## src/rtl/seq_shifter_if.sv

```systemverilog
// seq_shifter_if: request/response bundle for the sequential shifter.
// The master side issues requests and consumes results; the slave side is the shifter.
interface seq_shifter_if #(
  parameter int WIDTH = 32
) ();
  localparam int SHW = $clog2(WIDTH);

  // Request channel
  logic             in_valid;
  logic             in_ready;
  logic [1:0]       op;
  logic [WIDTH-1:0] operand;
  logic [SHW-1:0]   shamt;
  logic             abort;

  // Response channel
  logic             out_valid;
  logic             out_ready;
  logic [WIDTH-1:0] result;
  logic             err;

  modport master (
    output in_valid, op, operand, shamt, abort, out_ready,
    input  in_ready, out_valid, result, err
  );

  modport slave (
    input  in_valid, op, operand, shamt, abort, out_ready,
    output in_ready, out_valid, result, err
  );
endinterface

```

## src/rtl/seq_shifter.sv

```systemverilog
// seq_shifter: multi-cycle barrel-less shifter (SLL/SRL/SRA/ROR), at most STEP
// bit positions per clock. One request in flight; IDLE -> SHIFT -> DONE.
// Optional feature macro: SEQ_SHIFTER_ROR_EN. When undefined, op=11 is accepted
// but rejected (result=0, err=1) and no rotate datapath exists.
module seq_shifter #(
  parameter int WIDTH = 32,
  parameter int STEP  = 1
) (
  input  logic        clk,
  input  logic        rst,
  seq_shifter_if.slave bus
);

  localparam int SHW = $clog2(WIDTH);

  localparam logic [1:0] IDLE  = 2'd0;
  localparam logic [1:0] SHIFT = 2'd1;
  localparam logic [1:0] DONE  = 2'd2;

  localparam logic [1:0] OP_SLL = 2'b00;
  localparam logic [1:0] OP_SRL = 2'b01;
  localparam logic [1:0] OP_SRA = 2'b10;
  localparam logic [1:0] OP_ROR = 2'b11;

  // The remaining count never exceeds WIDTH-1, so a STEP of WIDTH behaves as
  // WIDTH-1 and the per-cycle amount always fits the SHW-bit shift field.
  localparam int             STEP_CAP = (STEP < WIDTH) ? STEP : WIDTH - 1;
  localparam logic [SHW-1:0] STEP_AMT = SHW'(STEP_CAP);

`ifdef SEQ_SHIFTER_ROR_EN
  localparam bit             ROR_EN    = 1'b1;
  localparam logic [SHW:0]   WIDTH_AMT = (SHW + 1)'(WIDTH);
`else
  localparam bit             ROR_EN    = 1'b0;
`endif

  logic [1:0]       state;
  logic [1:0]       op_q;       // operation captured at accept
  logic [WIDTH-1:0] work;       // partially shifted value
  logic [SHW-1:0]   remaining;  // bit positions still to shift
  logic [WIDTH-1:0] result_q;
  logic             err_q;

  logic [SHW-1:0]   step_amt;
  logic             last_step;
  logic [WIDTH-1:0] shifted;
  logic             reject_op;

  // A rotate request is only rejected when the rotate datapath is absent.
  assign reject_op = !ROR_EN && (bus.op == OP_ROR);

  // Per-cycle shift amount: min(STEP, remaining).
  always_comb begin
    step_amt  = (remaining > STEP_AMT) ? STEP_AMT : remaining;
    last_step = (remaining == step_amt);
  end

  // One step of the selected shift applied to the working register.
  always_comb begin
    // NOTE: default assignment first so every path drives shifted; a missed
    // branch in always_comb would otherwise infer a latch.
    shifted = '0;
    case (op_q)
      OP_SLL:  shifted = work << step_amt;
      OP_SRL:  shifted = work >> step_amt;
      // The MSB of work is the captured operand MSB and is never altered by
      // an arithmetic right shift, so successive steps keep filling with it.
      OP_SRA:  shifted = $signed(work) >>> step_amt;
`ifdef SEQ_SHIFTER_ROR_EN
      OP_ROR:  shifted = (work >> step_amt) | (work << (WIDTH_AMT - {1'b0, step_amt}));
`endif
      default: shifted = '0;
    endcase
  end

  // Control FSM plus datapath registers.
  always_ff @(posedge clk or negedge rst) begin
    // NOTE: non-blocking assignments throughout so every register sees the
    // pre-edge value of every other register, independent of statement order.
    if (!rst) begin
      state     <= IDLE;
      op_q      <= OP_SLL;
      work      <= '0;
      remaining <= '0;
      result_q  <= '0;
      err_q     <= 1'b0;
    end else begin
      case (state)
        IDLE: begin
          // abort is deliberately ignored here: there is nothing to cancel.
          if (bus.in_valid) begin
            op_q      <= bus.op;
            work      <= bus.operand;
            remaining <= bus.shamt;
            if (reject_op) begin
              remaining <= '0;
              result_q  <= '0;
              err_q     <= 1'b1;
              state     <= DONE;
            end else if (bus.shamt == '0) begin
              result_q  <= bus.operand;
              err_q     <= 1'b0;
              state     <= DONE;
            end else begin
              state     <= SHIFT;
            end
          end
        end

        SHIFT: begin
          // abort wins over completion; result keeps its previous value.
          if (bus.abort) begin
            state <= IDLE;
          end else begin
            work      <= shifted;
            remaining <= remaining - step_amt;
            if (last_step) begin
              result_q <= shifted;
              err_q    <= 1'b0;
              state    <= DONE;
            end
          end
        end

        DONE: begin
          // Either an abort or a consumer handshake releases the result;
          // no new request is taken on this edge since in_ready is low.
          if (bus.abort || bus.out_ready) begin
            state <= IDLE;
          end
        end

        default: state <= IDLE;
      endcase
    end
  end

  // Handshake outputs are pure decodes of the state register.
  assign bus.in_ready  = (state == IDLE);
  assign bus.out_valid = (state == DONE);
  assign bus.result    = result_q;
  // err_q keeps its last value after DONE; gate it so err only shows with out_valid.
  assign bus.err       = (state == DONE) && err_q;

  // A presented result must not move while the consumer stalls.
  a_done_hold: assert property (@(posedge clk) disable iff (!rst)
    (state == DONE && !bus.out_ready && !bus.abort)
      |=> (state == DONE && $stable(result_q) && $stable(err_q)));

  // SHIFT is only ever entered or kept with work still left to do.
  a_shift_nonzero: assert property (@(posedge clk) disable iff (!rst)
    (state == SHIFT) |-> (remaining != '0));

endmodule

```

## src/flat_wrapper.sv

```systemverilog
// flat-port wrapper written by rule: the top's interface ports become plain ports
module seq_shifter_flat 
#(
  parameter int WIDTH = 32,
  parameter int STEP  = 1
)
  (clk, rst, bus_in_valid, bus_op, bus_operand, bus_shamt, bus_abort, bus_out_ready, bus_in_ready, bus_out_valid, bus_result, bus_err);
  seq_shifter_if #(.WIDTH(WIDTH)) bus_i ();
  input  logic clk;
  input  logic rst;
  input wire logic [$bits(bus_i.in_valid)-1:0] bus_in_valid;
  input wire logic [$bits(bus_i.op)-1:0] bus_op;
  input wire logic [$bits(bus_i.operand)-1:0] bus_operand;
  input wire logic [$bits(bus_i.shamt)-1:0] bus_shamt;
  input wire logic [$bits(bus_i.abort)-1:0] bus_abort;
  input wire logic [$bits(bus_i.out_ready)-1:0] bus_out_ready;
  output wire logic [$bits(bus_i.in_ready)-1:0] bus_in_ready;
  output wire logic [$bits(bus_i.out_valid)-1:0] bus_out_valid;
  output wire logic [$bits(bus_i.result)-1:0] bus_result;
  output wire logic [$bits(bus_i.err)-1:0] bus_err;
  assign bus_i.in_valid = bus_in_valid;
  assign bus_i.op = bus_op;
  assign bus_i.operand = bus_operand;
  assign bus_i.shamt = bus_shamt;
  assign bus_i.abort = bus_abort;
  assign bus_i.out_ready = bus_out_ready;
  assign bus_in_ready = bus_i.in_ready;
  assign bus_out_valid = bus_i.out_valid;
  assign bus_result = bus_i.result;
  assign bus_err = bus_i.err;
  seq_shifter #(.WIDTH(WIDTH), .STEP(STEP)) u_core (.clk(clk), .rst(rst), .bus(bus_i));
endmodule
```

## config.mk

```make
export PLATFORM = sky130hd
export DESIGN_NAME = seq_shifter_flat
export DESIGN_NICKNAME = d
export VERILOG_FILES = /design/src/rtl/seq_shifter_if.sv /design/src/rtl/seq_shifter.sv /design/src/flat_wrapper.sv
export SDC_FILE = /design/constraint.sdc
export NUM_CORES = 1
export LEC_CHECK = 0
export CAP_MARGIN = 5
export CORE_MARGIN = 2
export CORE_UTILIZATION = 50
export DETAILED_ROUTE_END_ITERATION = 16
export HOLD_SLACK_MARGIN = 0.05
export PLACE_DENSITY = 0.78
export SYNTH_ARGS = -nofsm -noshare
export SYNTH_HDL_FRONTEND = slang
export SYNTH_SLANG_ARGS = --single-unit
export TNS_END_PERCENT = 1
```

## constraint.sdc

```tcl
create_clock -name clk -period 2.19 [get_ports clk]
set_input_delay 0.438 -clock clk [delete_from_list [all_inputs] [get_ports clk]]
set_output_delay 0.438 -clock clk [all_outputs]
set_load 0.01 [all_outputs]
```

==> flow_metrics.py <==
metrics = {
    "outcome": {
        "status": "finished clean",
    },
    "logic_synthesis": {
        "synth.avg_cell_area_um2": 8.350,
        "ys_seq_area_share_pct": 46.69,
        "netlist_instances": 475,
        "synth_top_area_share_pct": 46.69,
        "syn_area_mm2": 0.003966,
        "synth_top_cells_by_area": "dfrtp_1 (47%), a31oi_1 (9.6%), nor2_1 (7.0%)",
        "yosysWarningCount": 0,
        "yosysUniqueCellTypes": 38,
        "async_reset_ff_share_pct": 100.0,
        "yosys-top-cells-count": "dfrtp_1 (74), nor2_1 (74), a31oi_1 (61), o21ai_0 (53), nand2_1 (43)",
        "synth-seq-cells": 74,
        "yosys.area.top_type": "dfrtp_1",
        "synth_edf_count": 0,
        "dominantRegCellSynth": "dfrtp_1",
        "syn-num-nets": 521,
    },
    "clocking": {
        "worstSkewPairLatency_ns": 0.35,
        "clock-sinks": 74,
        "numCtsBuffers": 9,
        "ctsRootBufferMaster": "clkbuf_8",
        "cts_tree": "yes",
        "clock_path_buffers": 2,
        "cts-htree-levels": 3,
        "clk_pin_slew_ns": 0.07,
    },
    "power_and_ir_drop": {
        "p_leak_nw": 2.163,
        "pwr_density_cell_mw_per_mm2": 1660,
        "ir_drop_v": 0.0008714,
        "design_power_total_mw": 8.700,
    },
    "route": {
        "ant_nets": 0,
        "drt_iter0_markers": 277,
        "drtPass1Iterations": 4,
        "wl_per_cell_um": 15.60,
        "viasPerCell": 5.883,
        "remaining_drc_errors": 0,
        "vias": 3836,
        "totalWireLength_um": 10170,
    },
    "sta": {
        "worstMarginPinSlew_ns": 0.5112,
        "fin_crit_ns": 2.099,
        "relSlewSlack_pct": 65.85,
        "min_period_over_period_pct": 95.85,
        "finalHoldViolations": 0,
        "skew_ns": 0.01121,
        "fin_setup_tns_ns": 0,
        "finalSetupViolCount": 0,
        "fin_ws_ns": 0.09094,
        "maxSlewViolCount": 0,
        "fmax_mhz": 476.4,
    },
    "setup_path": {
        "cp-start-kind": "register",
        "crit_chain": "nor2b_2, and2_1, clkdlybuf4s50_1",
        "crit_fanout": 8,
        "cpPeakStageDelay_ns": 0.54,
        "worstSetupPathType": "register to output pin",
        "reg2reg_to": "u_core.bus.result[24]$_DFFE_PN0P_",
        "ff2ff_setup_slack_ns": 0.26,
        "crit_path_end_kind": "output pin",
        "required_ns": 1.75,
        "reg2reg_from": "u_core.remaining[4]$_DFFE_PN0P_",
        "reg2reg_depth": 10,
        "slowest_stage": "clkdlybuf4s50_1",
        "cp.arrival_ns": 1.66,
    },
    "die": {
        "io_pins": 79,
        "core_mm2": 0.007687,
        "die_x_um": 93.07,
        "initial_utilization_pct": 51.60,
        "die_y_um": 93.07,
        "row_count": 32,
        "die-area_mm2": 0.008661,
    },
    "global_route": {
        "grt_pass1_vias": 3712,
        "grt_pass1_wl_um": 17510,
        "track_usage_pct": 25.06,
        "grt-ovfl-total": 0,
        "grt_max_degree": 76,
        "antenna_found_initial": 0,
    },
    "final_layout": {
        "drive_gt1_share_pct": 9.636,
        "finish.utilization_pct": 68.20,
        "antenna_cells": 0,
        "nNetsFinal": 593,
        "fin_area_mm2": 0.005243,
        "seq_area_mm2": 0.001854,
        "multi_input_area_mm2": 0.001918,
        "n_fill_cell": 643,
        "area_growth_pct": 32.18,
    },
    "place": {
        "dpl.hpwl_um": 6741,
        "place_area_mm2": 0.004967,
        "gp_congestion": 0.8005,
        "dp_slack_ns": -0.1261,
        "io_buffers": 78,
    },
    "hold_path": {
        "min_to": "u_core.state[0]$_DFFE_PN0P_",
        "min_from": "u_core.state[1]$_DFFE_PN0P_",
        "hold_path.class": "register to register",
        "min_path_cells": 1,
    },
    "flow_run": {
        "max_cap_violations": 0,
    },
}
==> critical path: cells and delay by family, from the launching register on <==
family / cells / cell delay, ns
buffers and inverters: 1 / 0.54
flip-flops: 1 / 0.46
AND/OR/NAND/NOR: 2 / 0.32
==> what timing repair did <==
item,4_1_cts,5_1_grt
buffers inserted,0,1
hold buffers,1,0
hold endpoints to repair,28,0
gates resized for setup,1,2
setup endpoints to repair,1,1
==> per-layer routing <==
metal	track usage (%)	part of all wire [%]	vias up
met3	3.707	4.3	11
li1	-	-	1871
met2	40.28	48	104
met5	0	0	-
met4	8.578	1.2	0
met1	34.94	46	1850
==> logic make-up (layout without fill, tap and decap cells) <==
family                     Yosys count  after routing  share of synthesized area (%)
AOI/OAI and AO/OA                  180            180                          27.76
and+or+nand+nor                    164            164                          18.01
DFF                                 74             74                          46.69
buffers and inverters               50            125                          5.615
muxes                                4              4                          1.073
adders and majority gates            2              2                         0.6308
xor gates and xnor gates             1              1                         0.2209
==> state kept, by name, summed over array words and instances (netlist names) <==
signal	flops
u_core.op_q	2
u_core.err_q	1
u_core.remaining	5
u_core.work	32
u_core.bus.result	32
u_core.state	2
==> where the power goes <==
| part | internal [mW] | total, mW | leakage [nW] | switching (mW) |
|---|---|---|---|---|
| Clock | 0.862 | 1.37 | 0.125 | 0.512 |
| Sequential | 2.10 | 2.74 | 0.841 | 0.648 |
| Combinational | 2.14 | 4.58 | 1.20 | 2.44 |
| Total | 5.10 | 8.70 | 2.16 | 3.60 |
==> area by class of cell <==
class	instances	share of cell area [%]
inverters	7	0.5012
well taps	102	2.434
clock inverters	5	2.458
clock buffers	9	2.363
flip-flops and latches	74	35.37
repair buffers	104	20.29
multi-input cells	351	36.59
==> layout by cell type, fill, tap and decap left out, types with 4 or more instances in the layout <==
master	n
inv_1	7
a22oi_1	30
o21ai_1	9
clkbuf_8	9
buf_4	19
a31oi_1	61
nand2_1	43
o21ai_0	53
bufinv_16	4
clkdlybuf4s50_1	77
nand3_1	30
a22o_1	4
buf_12	7
a21oi_1	12
dfrtp_1	72
nor2_1	73
==> through the flow <==
step | instances | hold WS, ns
2_1_floorplan | 475 | 0.1424
3_3_place_gp | 636 | 0.3988
3_5_place_dp | 636 | 0.4009
4_1_cts | 651 | 0.5439
5_1_grt | 652 | 0.4836
6_report | 652 | 0.4647
==> how the worst max path moves through the flow <==
stage,startpoint,to,slack [ns],depth (start not counted)
4_1_cts,u_core.state[0]$_DFFE_PN0P_,bus_err,0.01,3
6_report,u_core.state[0]$_DFFE_PN0P_,bus_err,0.09,3
5_1_grt,u_core.state[0]$_DFFE_PN0P_,bus_err,-0.006,3
3_3_place_gp,bus_shamt[0],u_core.bus.result[18]$_DFFE_PN0P_,-0.09,7
2_1_floorplan,u_core.remaining[3]$_DFFE_PN0P_,u_core.bus.result[28]$_DFFE_PN0P_,0.36,10
3_5_place_dp,bus_shamt[3],u_core.bus.result[23]$_DFFE_PN0P_,-0.13,7
Power figures use the tool's default switching activity.
